[config.mk]
export PLATFORM = sky130hd
export DESIGN_NAME = dmx_tx_fsm
export DESIGN_NICKNAME = d
export VERILOG_FILES = /design/src/rtl/dmx_pkg.sv /design/src/rtl/dmx_baud_tick.sv /design/src/rtl/dmx_tx_fsm.sv
export SDC_FILE = /design/constraint.sdc
export NUM_CORES = 1
export LEC_CHECK = 0
export ABC_AREA = 1
export ABC_CLOCK_PERIOD_IN_PS = 2600
export BUFFER_PORTS_ARGS = -buffer_cell sky130_fd_sc_hd__buf_2
export CAP_MARGIN = 25
export CORE_MARGIN = 1
export CORE_UTILIZATION = 50
export CTS_CLUSTER_SIZE = 20
export DETAILED_ROUTE_END_ITERATION = 16
export PLACE_DENSITY = 0.71
export SKIP_CTS_REPAIR_TIMING = 1
export SLEW_MARGIN = 20
export SYNTH_ARGS = -nofsm -noshare
export SYNTH_HDL_FRONTEND = slang
export SYNTH_SLANG_ARGS = --single-unit
[constraint.sdc]
create_clock -name sysclk -period 2.6 [get_ports sysclk]
set_clock_uncertainty 0.2 [all_clocks]
set_input_delay 0.39 -clock sysclk [delete_from_list [all_inputs] [get_ports sysclk]]
set_output_delay 0.39 -clock sysclk [all_outputs]
set_load 0.01 [all_outputs]
[src/rtl/dmx_pkg.sv]
// dmx_pkg: shared types and constants for the DMX512 transmitter.
// States, the DMX framing constants and a helper that gives the fixed line
// level of each state that does not carry data bits.
package dmx_pkg;

    typedef enum logic [2:0] {
        IDLE  = 3'd0,
        BREAK = 3'd1,
        MAB   = 3'd2,
        START = 3'd3,
        DATA  = 3'd4,
        STOP  = 3'd5,
        MTBP  = 3'd6
    } dmx_state_t;

    localparam logic [7:0] DMX_START_CODE = 8'h00;
    localparam int         DMX_STOP_BITS  = 2;
    localparam int         DMX_DATA_BITS  = 8;
    // Width of the bit-period (phase) counter; covers BREAK/MAB/MTBP lengths.
    localparam int         DMX_PH_W       = 16;

    // Line level while in a state with a constant level (DATA is handled by the shifter).
    function automatic logic dmx_state_level(input dmx_state_t s);
        logic lvl;
        case (s)
            BREAK:   lvl = 1'b0;
            START:   lvl = 1'b0;
            default: lvl = 1'b1;
        endcase
        return lvl;
    endfunction

endpackage

[src/rtl/dmx_baud_tick.sv]
// dmx_baud_tick: free-running CLKS_PER_BIT divider for the DMX bit clock.
// o_bit_tick is high on the final sysclk cycle of every bit period; i_clr
// restarts the period so that a frame begins on a period boundary.
module dmx_baud_tick #(
    parameter int CLKS_PER_BIT = 192
) (
    input  logic sysclk,
    input  logic reset,
    input  logic i_clr,
    output logic o_bit_tick
);

    localparam int CNT_W = (CLKS_PER_BIT > 1) ? $clog2(CLKS_PER_BIT) : 1;

    logic [CNT_W-1:0] r_cnt;
    logic             w_last;

    assign w_last     = (r_cnt == CNT_W'(CLKS_PER_BIT - 1));
    assign o_bit_tick = w_last & ~i_clr;

    // Count sysclk cycles within one bit period, wrapping on the last cycle.
    always_ff @(posedge sysclk) begin
        if (!reset) begin
            r_cnt <= {CNT_W{1'b0}};
        end else if (i_clr || w_last) begin
            r_cnt <= {CNT_W{1'b0}};
        end else begin
            r_cnt <= r_cnt + CNT_W'(1);
        end
    end

endmodule

[src/rtl/dmx_tx_fsm.sv]
// dmx_tx_fsm: DMX512 frame transmitter.
// A rising edge on frame_go (while idle) sends BREAK, MAB, the 0x00 start
// code and NUM_SLOTS data bytes read from the channel buffer, each byte as
// one start bit, 8 data bits LSB first and two stop bits.
// Build option DMX_CONT_REFRESH_EN: after each frame hold a mark gap of
// MTBP_BITS periods and restart automatically, forever, after the first edge.
module dmx_tx_fsm
    import dmx_pkg::*;
#(
    parameter int CLK_HZ     = 48_000_000,
    parameter int BAUD       = 250_000,
    parameter int NUM_SLOTS  = 512,
    parameter int BREAK_BITS = 22,
    parameter int MAB_BITS   = 3,
    parameter int MTBP_BITS  = 10,
    localparam int ADDR_W    = (NUM_SLOTS > 1) ? $clog2(NUM_SLOTS) : 1
) (
    input  logic              sysclk,
    input  logic              reset,
    input  logic              frame_go,
    input  logic [7:0]        slot_data,
    output logic [ADDR_W-1:0] slot_addr,
    output logic              dmx_tx,
    output logic              busy,
    output logic              frame_done
);

    localparam int CLKS_PER_BIT = CLK_HZ / BAUD;
    localparam int SLOT_W       = $clog2(NUM_SLOTS + 1);

    dmx_state_t          r_state;
    dmx_state_t          w_next_state;
    logic [DMX_PH_W-1:0] r_phase;
    logic [DMX_PH_W-1:0] w_phase_nxt;
    logic [DMX_PH_W-1:0] w_len;
    logic [SLOT_W-1:0]   r_slot;
    logic [SLOT_W-1:0]   w_slot_nxt;
    logic [7:0]          r_shift;
    logic [7:0]          w_shift_nxt;
    logic [7:0]          w_load_byte;
    logic [ADDR_W-1:0]   r_addr;
    logic [ADDR_W-1:0]   w_addr_nxt;
    logic                r_tx;
    logic                w_tx_nxt;
    logic                r_busy;
    logic                w_busy_nxt;
    logic                r_done;
    logic                w_done_nxt;
    logic                r_go_q;
    logic                w_start;
    logic                w_bit_tick;
    logic                w_period_end;

    assign w_start     = frame_go & ~r_go_q & (r_state == IDLE);
    assign w_load_byte = (r_slot == {SLOT_W{1'b0}}) ? DMX_START_CODE : slot_data;

    assign slot_addr  = r_addr;
    assign dmx_tx     = r_tx;
    assign busy       = r_busy;
    assign frame_done = r_done;

    dmx_baud_tick #(
        .CLKS_PER_BIT (CLKS_PER_BIT)
    ) u_baud (
        .sysclk     (sysclk),
        .reset      (reset),
        .i_clr      (w_start),
        .o_bit_tick (w_bit_tick)
    );

    // Number of bit periods spent in the current state, and end-of-state strobe.
    always_comb begin
        case (r_state)
            BREAK:   w_len = DMX_PH_W'(BREAK_BITS);
            MAB:     w_len = DMX_PH_W'(MAB_BITS);
            START:   w_len = DMX_PH_W'(1);
            DATA:    w_len = DMX_PH_W'(DMX_DATA_BITS);
            STOP:    w_len = DMX_PH_W'(DMX_STOP_BITS);
            MTBP:    w_len = DMX_PH_W'(MTBP_BITS);
            default: w_len = DMX_PH_W'(1);
        endcase
        w_period_end = w_bit_tick & (r_phase == (w_len - DMX_PH_W'(1)));
    end

    // Next-state logic; dmx_tx is computed for the next state so the registered
    // line changes on exactly the same edge as the state.
    always_comb begin
        w_next_state = r_state;
        w_slot_nxt   = r_slot;
        w_shift_nxt  = r_shift;
        w_tx_nxt     = r_tx;
        w_done_nxt   = 1'b0;
        w_addr_nxt   = r_addr;

        if (r_state == IDLE) begin
            w_phase_nxt = {DMX_PH_W{1'b0}};
        end else if (w_period_end) begin
            w_phase_nxt = {DMX_PH_W{1'b0}};
        end else if (w_bit_tick) begin
            w_phase_nxt = r_phase + DMX_PH_W'(1);
        end else begin
            w_phase_nxt = r_phase;
        end

        case (r_state)
            IDLE: begin
                if (w_start) begin
                    w_next_state = BREAK;
                    w_slot_nxt   = {SLOT_W{1'b0}};
                    w_tx_nxt     = dmx_state_level(BREAK);
                end else begin
                    w_tx_nxt     = dmx_state_level(IDLE);
                end
            end
            BREAK: begin
                if (w_period_end) begin
                    w_next_state = MAB;
                    w_tx_nxt     = dmx_state_level(MAB);
                end else begin
                    w_next_state = BREAK;
                end
            end
            MAB: begin
                if (w_period_end) begin
                    w_next_state = START;
                    w_tx_nxt     = dmx_state_level(START);
                end else begin
                    w_next_state = MAB;
                end
            end
            START: begin
                // slot_data has been stable since early in START; latch it now.
                if (w_period_end) begin
                    w_next_state = DATA;
                    w_shift_nxt  = w_load_byte;
                    w_tx_nxt     = w_load_byte[0];
                end else begin
                    w_next_state = START;
                end
            end
            DATA: begin
                if (w_period_end) begin
                    w_next_state = STOP;
                    w_tx_nxt     = dmx_state_level(STOP);
                end else if (w_bit_tick) begin
                    w_shift_nxt  = {r_shift[0], r_shift[7:1]};
                    w_tx_nxt     = r_shift[1];
                end else begin
                    w_next_state = DATA;
                end
            end
            STOP: begin
                if (w_period_end) begin
                    if (r_slot == SLOT_W'(NUM_SLOTS)) begin
                        w_done_nxt   = 1'b1;
`ifdef DMX_CONT_REFRESH_EN
                        w_next_state = MTBP;
                        w_tx_nxt     = dmx_state_level(MTBP);
`else
                        w_next_state = IDLE;
                        w_tx_nxt     = dmx_state_level(IDLE);
`endif
                    end else begin
                        // Next slot k = r_slot+1 reads buffer[k-1] = buffer[r_slot].
                        w_next_state = START;
                        w_slot_nxt   = r_slot + SLOT_W'(1);
                        w_addr_nxt   = ADDR_W'(r_slot);
                        w_tx_nxt     = dmx_state_level(START);
                    end
                end else begin
                    w_next_state = STOP;
                end
            end
`ifdef DMX_CONT_REFRESH_EN
            MTBP: begin
                if (w_period_end) begin
                    w_next_state = BREAK;
                    w_slot_nxt   = {SLOT_W{1'b0}};
                    w_tx_nxt     = dmx_state_level(BREAK);
                end else begin
                    w_next_state = MTBP;
                end
            end
`endif
            default: begin
                w_next_state = IDLE;
                w_tx_nxt     = 1'b1;
            end
        endcase

        w_busy_nxt = (w_next_state != IDLE);
    end

    // State and output registers; synchronous active-low reset aborts any frame.
    always_ff @(posedge sysclk) begin
        if (!reset) begin
            r_state <= IDLE;
            r_phase <= {DMX_PH_W{1'b0}};
            r_slot  <= {SLOT_W{1'b0}};
            r_shift <= 8'h00;
            r_addr  <= {ADDR_W{1'b0}};
            r_tx    <= 1'b1;
            r_busy  <= 1'b0;
            r_done  <= 1'b0;
            r_go_q  <= 1'b0;
        end else begin
            r_state <= w_next_state;
            r_phase <= w_phase_nxt;
            r_slot  <= w_slot_nxt;
            r_shift <= w_shift_nxt;
            r_addr  <= w_addr_nxt;
            r_tx    <= w_tx_nxt;
            r_busy  <= w_busy_nxt;
            r_done  <= w_done_nxt;
            r_go_q  <= frame_go;
        end
    end

endmodule

# Word level (Yosys, flattened, before mapping)

Cells that the tools add are included.

Register bits: 58
Latch bits: 0
RAM bits: 0
Memory bits (read-only): 0
Input bits: 11
Output and inout bits: 12
Logic and storage cells: 81
Memories kept: 0

$add $sub $neg: 4
Multipliers: 0
Div/mod/pow operators: 0
Magnitude comparators: 0
Eq/ne operators: 18
Shift operators: 0
Mux-type cells: 28
Bitwise gates (word level): 8
Reduce and logical (&&, ||, !) cells: 13

Operators with widths:

| cell                                               | number |
|---|---|
| 2-to-1 mux 8 bit                                   | 4 |
| 2-to-1 mux 10 bit                                  | 3 |
| case mux 5 bit (5 select lines)                    | 1 |
| case mux 10 bit (2 select lines)                   | 1 |
| case mux 3 bit (6 select lines)                    | 1 |
| adder 16 x 1 -> 16 bit, second input constant      | 1 |
| == test 16 bit                                     | 1 |
| case mux 8 bit (2 select lines)                    | 1 |
| subtractor 16 x 1 -> 16 bit, second input constant | 1 |
| 2-to-1 mux 3 bit                                   | 5 |
| inequality test 2 bit, second input constant       | 7 |
| adder 10 x 1 -> 10 bit, second input constant      | 1 |
| == test 10 bit, second input constant              | 1 |
| logical NOT 10 bit                                 | 1 |
| == test 3 bit, second input constant               | 3 |
| 2-to-1 mux 1 bit                                   | 9 |
| adder 8 x 1 -> 8 bit, second input constant        | 1 |
| == test 8 bit, second input constant               | 1 |
| AND reduction 4 bit                                | 2 |
| == test 3 x 2 -> 1 bit, second input constant      | 2 |
| case mux 1 bit (6 select lines)                    | 1 |
| AND reduction 3 bit                                | 2 |
| AND reduction 5 bit                                | 1 |
| AND 1 bit                                          | 4 |
| 11 further kinds                                   | 16 |

# Longest topological paths before layout

Gate-level depths: netlist (run 1).

Depth in word-level cells: 9
Gate-level depth with buffers: 17
Depth with buffers taken out: 17

# Modules after synthesis

From an unflattened synthesis (run 1), not the netlist that was laid out.

Cells, all modules: 479
Area, all modules: 3,203.1 µm²

By module, submodules not included:

| module        | times used | cells each | area each (µm²) | sequential area each (µm²) |
|---|---|---|---|---|
| dmx_tx_fsm    | 1          | 422        | 2,807.7         | 1,001.0 |
| dmx_baud_tick | 1          | 57         | 395.4           | 160.2 |

# Worst setup path after synthesis (run 1)

Ideal clock, no wire load.

Kind: register -> register
Start: reg r_state[0]
End: reg r_phase[10]
Library setup time: 114 ps
Arrival time: 2,052 ps
Required time: 2,286 ps
Path slack: 234 ps
Cell stages (with the launch flop): 15
Path buffers: 1
Period minus slack after synthesis: 2,366 ps
Cells stage by stage: dfxtp_1 inv_1 nor2_1 nor2_1 ha_1 inv_1 nand2_1 nand2_1 nor2_1 nand3_1 nor2_4 nand3_4 nand3_1 buf_4 nor2_1

Cells in the longest elaborated chain, start to end: 6
Elaborated cells on any way between the ends: 14
Those cells by class: add/sub (1); eq/ne (6); mux (1); bitwise (4); reduce/logical (2)

Ends and longest elaborated chain:

| element                                                       | line                                  | text |
|---|---|---|
| start: declaration                                            | dmx_tx_fsm.sv:31                      | `dmx_state_t r_state;` |
| start signal: assignment                                      | dmx_tx_fsm.sv:207                     | `r_state <= w_next_state;` |
| == test 3 bit, or another cell as far along                   | dmx_tx_fsm.sv:73                      | `case (r_state)` |
| case mux 5 bit (5 select lines) or AND 1 bit (tied branches)  | dmx_tx_fsm.sv:73, dmx_tx_fsm.sv:54    |  |
| subtractor 16 x 1 -> 16 bit or inverter 1 bit (tied branches) | dmx_tx_fsm.sv:82, dmx_baud_tick.sv:19 |  |
| == test 16 bit or AND 1 bit (tied branches)                   | dmx_tx_fsm.sv:82, dmx_baud_tick.sv:19 |  |
| AND 1 bit                                                     | dmx_tx_fsm.sv:82                      | `w_period_end = w_bit_tick & (r_phase == (w_len - DMX_PH_W'(1)));` |
| OR reduction 3 bit (no line)                                  | -                                     |  |
| end signal: assignment                                        | dmx_tx_fsm.sv:198                     | `r_phase <= {DMX_PH_W{1'b0}};` |
| end signal: assignment                                        | dmx_tx_fsm.sv:208                     | `r_phase <= w_phase_nxt;` |
| end: declaration                                              | dmx_tx_fsm.sv:33                      | `logic [DMX_PH_W-1:0] r_phase;` |

Parallel ways exist; a longest one is shown, timed or not.
A chain may end at the register's enable or synchronous reset.

# Final worst setup path (run 1)

Start: reg r_state[2]
End: reg r_addr[2], in the netlist slot_addr[2]

Cells in the longest elaborated chain, start to end: 6
Elaborated cells on any way between the ends: 14
Those cells by class: add/sub (1); eq/ne (6); mux (1); bitwise (4); reduce/logical (2)

Ends and longest elaborated chain:

| element                                                       | line                                  | text |
|---|---|---|
| == test 3 bit, or another cell as far along                   | dmx_tx_fsm.sv:73                      |  |
| case mux 5 bit (5 select lines) or AND 1 bit (tied branches)  | dmx_tx_fsm.sv:73, dmx_tx_fsm.sv:54    |  |
| subtractor 16 x 1 -> 16 bit or inverter 1 bit (tied branches) | dmx_tx_fsm.sv:82, dmx_baud_tick.sv:19 |  |
| == test 16 bit or AND 1 bit (tied branches)                   | dmx_tx_fsm.sv:82, dmx_baud_tick.sv:19 |  |
| AND 1 bit                                                     | dmx_tx_fsm.sv:82                      |  |
| AND reduction 3 bit (no line) *                               | -                                     |  |
| end signal: assignment                                        | dmx_tx_fsm.sv:201                     | `r_addr <= {ADDR_W{1'b0}};` |
| end signal: assignment                                        | dmx_tx_fsm.sv:211                     | `r_addr <= w_addr_nxt;` |
| end: declaration                                              | dmx_tx_fsm.sv:41                      | `logic [ADDR_W-1:0] r_addr;` |

Mark *: on every way between the ends. The rest lies on a longest branch, timed or not.

==> results.cfg, run 1 <==
[routing]
vias = 3092
viasPerCell = 5.15
ant_nets = 0
drtPass1Iterations = 4
drt_iter0_drc = 186
wl_met1_mm = 3.35
met3_length_um = 343
wl_per_cell_um = 12.1
top_layer = met4
wl_met2_mm = 3.46
drc_errors = 0
wl_mm = 7.24

[sta]
finalCritPeriodShare = 0.937
fin_crit_ps = 2440
rsz0062_at_grt = true
hold_violations = 0
final_max_slew_viol_count = 0
fmax_mhz = 411
worst_hold_slack_ps = 39.8
worst_slew_pin_slew_ps = 485
final-setup-viol-count = 0
slew_headroom = 0.674

[clocking]
htree_levels = 3
clock_latency_ps = 350
cts_buffers = 9
clockBufferDepth = 2
cts_tree = yes
cts_sinks = 58
cts.clk_slew.worst_paths_ps = 70
root_buffer = clkbuf_8

[global_route]
grt_use_total = 0.227
grt_max_degree = 20
antenna_found_initial = 0
grt_overflow = 0
grt_pass1_wl_mm = 11.6
grt_pass1_vias = 2722

[floorplanning]
die-area_mm2 = 0.00681
die_w_um = 82.5
initial_core_util = 0.532
num_rows = 28
die_h_um = 82.5
io_pins = 23
core-area_mm2 = 0.00610

[logic_synthesis]
yosysTopAreaCellShare = 0.358
synth.net_count = 494
synth_area_leader_cell = dfxtp_1
synthArstFlopShare = 0
ys_seq_area_frac = 0.358
netlist_area_mm2 = 0.00324
yosysWarningCount = 0
synth_area_leaders = dfxtp_1 36%, nand2_1 12%, nor2_1 9.0%
synth_ff_type = dfxtp_1
synth-edff-count = 0
synth_cells = 478
avgSynthCellArea_um2 = 6.78
synth_cell_types = 35
synth-seq-cells = 58

[placed_design]
dpl.hpwl_mm = 5.13
place_area_mm2 = 0.00348
port_buffers = 22
place_congestion = 0.869

[final_layout]
final_layout_size_suffix_gt1_frac = 0.175
multi_input_area_mm2 = 0.00181
area_growth_pct = 17.1
fillers = 588
antenna_cells = 0
final_area_mm2 = 0.00379
nNetsFinal = 536
regArea_mm2 = 0.00117
fin_util = 0.623

[power]
p_leak_nw = 1.61
ir_drop_mv = 0.379
p_per_area_mw_per_mm2 = 535
finalPower_mw = 2.03

[critical_path]
r2r_slack_ps = 160
endpoint_kind = register
r2r_cells = 13
path_class = reg2reg
r2r_end = slot_addr[2]
startpoint_type = register
worstReg2RegStart = r_state[2]
cp_data_required_time_ps = 2680
worstPathArrival_ps = 2510
cp_max_fo = 8

[job]
cap_violations = 0

[status]
status = complete, no violations

[worst_hold_path]
hold_start = frame_go
hold_depth = 3
min_to = r_go_q
hold_path.class = in2reg
## registers in the layout (all words and copies together), names as in the netlist
signal	count
r_phase	16
r_slot	10
slot_addr	9
r_shift	8
u_baud.r_cnt	8
r_state	3
busy	1
dmx_tx	1
frame_done	1
r_go_q	1
## report_power, final
| part | leakage (nW) | total, mW | internal, mW | switching, mW |
|---|---|---|---|---|
| clock | 0.109 | 0.923 | 0.562 | 0.361 |
| combinational | 1.03 | 0.198 | 0.0710 | 0.127 |
| sequential | 0.470 | 0.910 | 0.900 | 0.00999 |
## layout by cell type (no fill, tap or decap), types with 3 or more instances in the layout
| cell type | netlist | final |
|---|---|---|
| nor2_2 | 2 | 5 |
| nor2_4 | 3 | 3 |
| nand2_1 | 103 | 100 |
| buf_4 | 2 | 17 |
| clkbuf_8 | 0 | 10 |
| o21ai_0 | 8 | 8 |
| nand3_1 | 48 | 48 |
| nor3_1 | 10 | 10 |
| nor4_1 | 4 | 4 |
| dfxtp_1 | 58 | 56 |
| nand2_2 | 2 | 3 |
| a21oi_1 | 28 | 28 |
| buf_2 | 1 | 23 |
| xor2_1 | 11 | 11 |
| a22oi_1 | 7 | 7 |
| nand2_4 | 0 | 3 |
| xnor2_1 | 3 | 3 |
| inv_1 | 58 | 57 |
| ha_1 | 5 | 5 |
| nand4_1 | 11 | 11 |
| nor2_1 | 78 | 75 |
| inv_2 | 4 | 5 |
| a211oi_2 | 2 | 5 |
| nor3b_1 | 3 | 3 |
## worst max-delay path by stage
stage	start	end	slack [ps]	cells past startpoint
finish	r_state[2]	slot_addr[2]	160	13
global route	r_state[0]	r_slot[8]	-5	15
CTS	r_state[0]	r_shift[0]	20	15
detailed placement	r_state[0]	slot_addr[2]	40	15
global placement	r_state[0]	r_shift[4]	90	15
floorplan	r_state[0]	r_phase[10]	230	14
## layer usage
layer	GRT usage	vias up
met2	0.394	58
li1	-	1631
met5	0	-
met3	0.0527	8
met4	0.103	0
met1	0.263	1395
## cell usage after synthesis, types with 2 or more instances
cell type,n
a211oi_1,5
a211oi_2,2
a21oi_1,28
a21oi_2,2
a22oi_1,7
buf_4,2
buf_6,5
clkbuf_1,4
dfxtp_1,58
ha_1,5
inv_1,58
inv_2,4
nand2_1,103
nand2_2,2
nand3_1,48
nand3b_1,2
nand4_1,11
nor2_1,78
nor2_2,2
nor2_4,3
nor3_1,10
nor3b_1,3
nor4_1,4
o21ai_0,8
or2_2,2
xnor2_1,3
xor2_1,11
## logic make-up after synthesis
kind of cell               Yosys count  synth area share
AOI/OAI and AO/OA                   53            0.0992
DFF                                 58             0.358
and+or+nand+nor                    274             0.385
buffers and inverters               74             0.100
adders and majority gates            5            0.0193
xor gates and xnor gates            14            0.0378
## area by class of cell
cell class,instances,share of cell area
multi-input cells,347,0.476
flip-flops and latches,58,0.308
repair buffers,42,0.0722
inverters,62,0.0613
clock buffers,11,0.0373
well taps,75,0.0247
clock inverters,5,0.0204
## worst max-delay path, stage by stage, from the launching register on
cell and delay [ps]:
dfxtp_1 470, nand2_1 120, nand2_1 110, ha_1 250
nand2_1 70, nand2_1 50, nor2_1 80, nand3_1 110
nor2_4 180, nand3_4 170, nor2_8 190, buf_6 130
nor2_1 50, a211oi_2 190
## through the flow
stage	std cells	setup slack, ps	TNS, ps
6_report	600	165	0
5_1_grt	600	-4.80	-9.07
4_1_cts	594	21.8	0
3_5_place_dp	578	37.7	0
3_3_place_gp	578	91.4	0
2_1_floorplan	478	234	0
No activity file was read; power rests on OpenSTA's default activity.
==> run 2: changes to the inputs <==
Settings changed: ABC_CLOCK_PERIOD_IN_PS 2600 to 2800.
Clock period 2.6 ns to 2.8 ns, I/O delays scaled along.
==> results.cfg, run 2 (same netlist as run 1, synthesis figures left out) <==
[status]
status = complete, no violations

[routing]
viasPerCell = 5.25
ant_nets = 0
wl_mm = 7.29
wl_per_cell_um = 12.3
drc_errors = 0
drtPass1Iterations = 4
drt_iter0_drc = 143
vias = 3111

[job]
cap_violations = 0

[sta]
fin_crit_ps = 2500
worst_slew_pin_slew_ps = 556
fmax_mhz = 399
hold_violations = 0
worst_hold_slack_ps = 72.1
finalCritPeriodShare = 0.895
final_max_slew_viol_count = 0
slew_headroom = 0.626
final-setup-viol-count = 0
rsz0062_at_grt = false
tns_ps = 0

[critical_path]
endpoint_kind = register
worstPathArrival_ps = 2560
worstReg2RegStart = r_state[1]
path_class = reg2reg
startpoint_type = register
cp_data_required_time_ps = 2860
cp_max_fo = 11
cp-startpoint = r_state[1]

[global_route]
grt_use_total = 0.240
antenna_found_initial = 0
grt_pass1_wl_mm = 12.3
grt_overflow = 0
grt_max_degree = 20
grt_pass1_vias = 2897

[clocking]
cts_tree = yes
cts_sinks = 58
root_buffer = clkbuf_8
clockBufferDepth = 2
cts_buffers = 9
clock_latency_ps = 340
htree_levels = 3
cts.clk_slew.worst_paths_ps = 60

[floorplanning]
die_w_um = 82.5
die-area_mm2 = 0.00681
die_h_um = 82.5
core-area_mm2 = 0.00610
initial_core_util = 0.532
io_pins = 23
num_rows = 28

[final_layout]
largest_reg_flops = 16
final_common_cell = nand2_1
area_growth_pct = 12.9
regMostFlops = r_phase
final_layout_size_suffix_gt1_frac = 0.141
antenna_cells = 0
nNetsFinal = 529
final_cell_mix = 103 x nand2_1, 78 x nor2_1, 58 x inv_1

[placed_design]
place_congestion = 0.861
dpl.hpwl_mm = 5.26
port_buffers = 22

[power]
p_per_area_mw_per_mm2 = 494
p_leak_nw = 1.54
ir_drop_mv = 0.368
finalPower_mw = 1.81

[worst_hold_path]
hold_path.class = in2reg
hold_start = frame_go
run 2: cell count changes in the layout (fill, tap and decap cells not counted), moves of 3 or more:
cell	change
a211oi_2	-3
nand2_1	+3
nor2_2	-3
nand2_4	-3
a211oi_1	+3
nor2_1	+3
buf_4	-3
run 2: path summary, 6_finish.rpt:
kind                                   endpoint  slack, ps  depth (start not counted)
worst min register to register  u_baud.r_cnt[0]        250                          1
worst max-delay path               slot_addr[5]        300                         15
worst min-delay path                     r_go_q         70                          3
worst max register to register     slot_addr[5]        300                         15
run 2: routing by layer:
metal / global-route usage / up-vias / wire, µm
met5: 0 / - / 0
met4: 0.0862 / 0 / 79
met3: 0.0637 / 8 / 250
met2: 0.440 / 56 / 3600
met1: 0.263 / 1434 / 3350
li1: - / 1613 / -
run 2: metrics by stage:
stage	worst slack [ps]	area, µm²	utilization	cells
final	295	3660	0.600	593
after global routing	1.22	3660	0.600	593
after CTS	137	3630	0.595	589
after detailed placement	137	3430	0.562	573
after global placement	291	3430	0.562	573
after floorplan	434	3240	-	478
run 2: report_power, final:
part,internal [mW],switching [mW],leakage (nW)
Sequential,0.837,0.00822,0.470
Combinational,0.0614,0.117,0.975
Clock,0.459,0.323,0.101
run 2: worst max-delay path, stage by stage, from the launching register on:
cell and delay (ps):
dfxtp_2 400, inv_2 80, nand2_1 130, nand2_1 90, ha_1 300, inv_1 40, nand2_1 50, nand2_1 40
nor2_1 80, nand3_1 120, nor2_4 170, nand3_4 160, nor2_8 220, buf_4 160, nor2_1 40, a211oi_2 140
run 2: layout make-up:
cell class                 count  area (µm²)
clock buffer                  14         163
clock inverter                 2        35.0
fill                         602        2440
inverter                      62         233
multi-input combinational    346        1760
sequential                    58        1160
tap                           75        93.8
timing repair buffer          36         215
==> run 3: changes to the inputs <==
Settings changed: RECOVER_POWER set to 50.
==> results.cfg, run 3 (same netlist as run 1, synthesis figures left out) <==
[sta]
final_max_slew_viol_count = 0
slew_headroom = 0.623
rsz0062_at_grt = false
fin_crit_ps = 2530
hold_violations = 0
final-setup-viol-count = 0
worst_slew_pin_slew_ps = 561
finalCritPeriodShare = 0.904
fmax_mhz = 395
tns_ps = 0

[routing]
top_layer = met4
drt_iter0_drc = 172
ant_nets = 0
wl_mm = 7.32
met3_length_um = 392
drc_errors = 0
wl_per_cell_um = 12.3
drtPass1Iterations = 4
vias = 3142
wl_met2_mm = 3.56
wl_met1_mm = 3.25
viasPerCell = 5.30

[final_layout]
regMostFlops = r_phase
area_growth_pct = 12.2
final_cell_mix = 103 x nand2_1, 78 x nor2_1, 58 x inv_1
antenna_cells = 0
final_layout_size_suffix_gt1_frac = 0.116
final_common_cell = nand2_1
final_area_mm2 = 0.00364
nNetsFinal = 529
largest_reg_flops = 16

[placed_design]
dpl.hpwl_mm = 5.26
port_buffers = 22
place_area_mm2 = 0.00343
place_congestion = 0.861

[clocking]
cts.clk_slew.worst_paths_ps = 60
htree_levels = 3
clockBufferDepth = 2
cts_sinks = 58
cts_tree = yes
root_buffer = clkbuf_8
clock_latency_ps = 340
cts_buffers = 9

[global_route]
grt_use_total = 0.240
grt_pass1_wl_mm = 12.3
grt_pass1_vias = 2897
grt_max_degree = 20
antenna_found_initial = 0
grt_overflow = 0

[critical_path]
cp_data_required_time_ps = 2810
startpoint_type = register
cp-startpoint = r_state[1]
worstReg2RegStart = r_state[1]
endpoint_kind = register
worstPathArrival_ps = 2540
cp_max_fo = 16
path_class = reg2reg

[worst_hold_path]
hold_path.class = in2reg
hold_start = frame_go

[floorplanning]
io_pins = 23
die_w_um = 82.5
core-area_mm2 = 0.00610
initial_core_util = 0.532
die-area_mm2 = 0.00681
num_rows = 28
die_h_um = 82.5

[status]
status = complete, no violations

[power]
p_leak_nw = 1.49
p_per_area_mw_per_mm2 = 496
ir_drop_mv = 0.364

[job]
cap_violations = 0
## run 3: changes by cell type in the layout (fill, tap and decap cells not counted), sizes merged
cell / delta
clkbuf: +13
buf: -13
## run 3: report_power, final
part	internal (mW)	switching [mW]	total, mW	leakage [nW]
combinational	0.0599	0.117	0.177	0.923
sequential	0.837	0.00818	0.845	0.470
clock	0.460	0.323	0.783	0.101
total	1.36	0.448	1.80	1.49
## run 3: worst paths after layout
kind                      to  slack [ps]  depth (start not counted)
max              r_phase[12]         270                         14
min                   r_go_q          70                          3
max reg2reg      r_phase[12]         270                         14
min reg2reg  u_baud.r_cnt[0]         250                          1
## run 3: stage by stage
step	setup slack, ps	total power, mW	cells	util	hold slack, ps
2_1_floorplan	434	0.990	478	-	218
3_3_place_gp	291	1.03	573	0.562	233
3_5_place_dp	137	1.04	573	0.562	241
4_1_cts	137	1.82	589	0.595	61.1
5_1_grt	1.22	1.89	593	0.596	105
6_report	270	1.80	593	0.596	74.7
## run 3: routing by layer
layer  GRT usage  vias up
met5           0        -
met4      0.0862        0
met3      0.0637       13
met2       0.440       87
met1       0.263     1428
li1            -     1614
## run 3: area by class of cell
cell class	count	area [µm²]
Multi-Input combinational cell	346	1750
Sequential cell	58	1160
Timing Repair Buffer	36	198
Fill cell	610	2460
Tap cell	75	93.8
Clock inverter	2	35.0
Inverter	62	233
Clock buffer	14	163
## run 3: worst max-delay path, stage by stage (launching register included)
cell and delay, ps:
dfxtp_2 400, inv_2 80, nand2_1 140, nand2_1 90
ha_1 300, inv_1 40, nand2_1 50, nand2_1 40
nor2_1 80, nand3_1 120, nor2_4 170, nand3_4 160
nand3_1 120, clkbuf_2 320, nor2_1 90
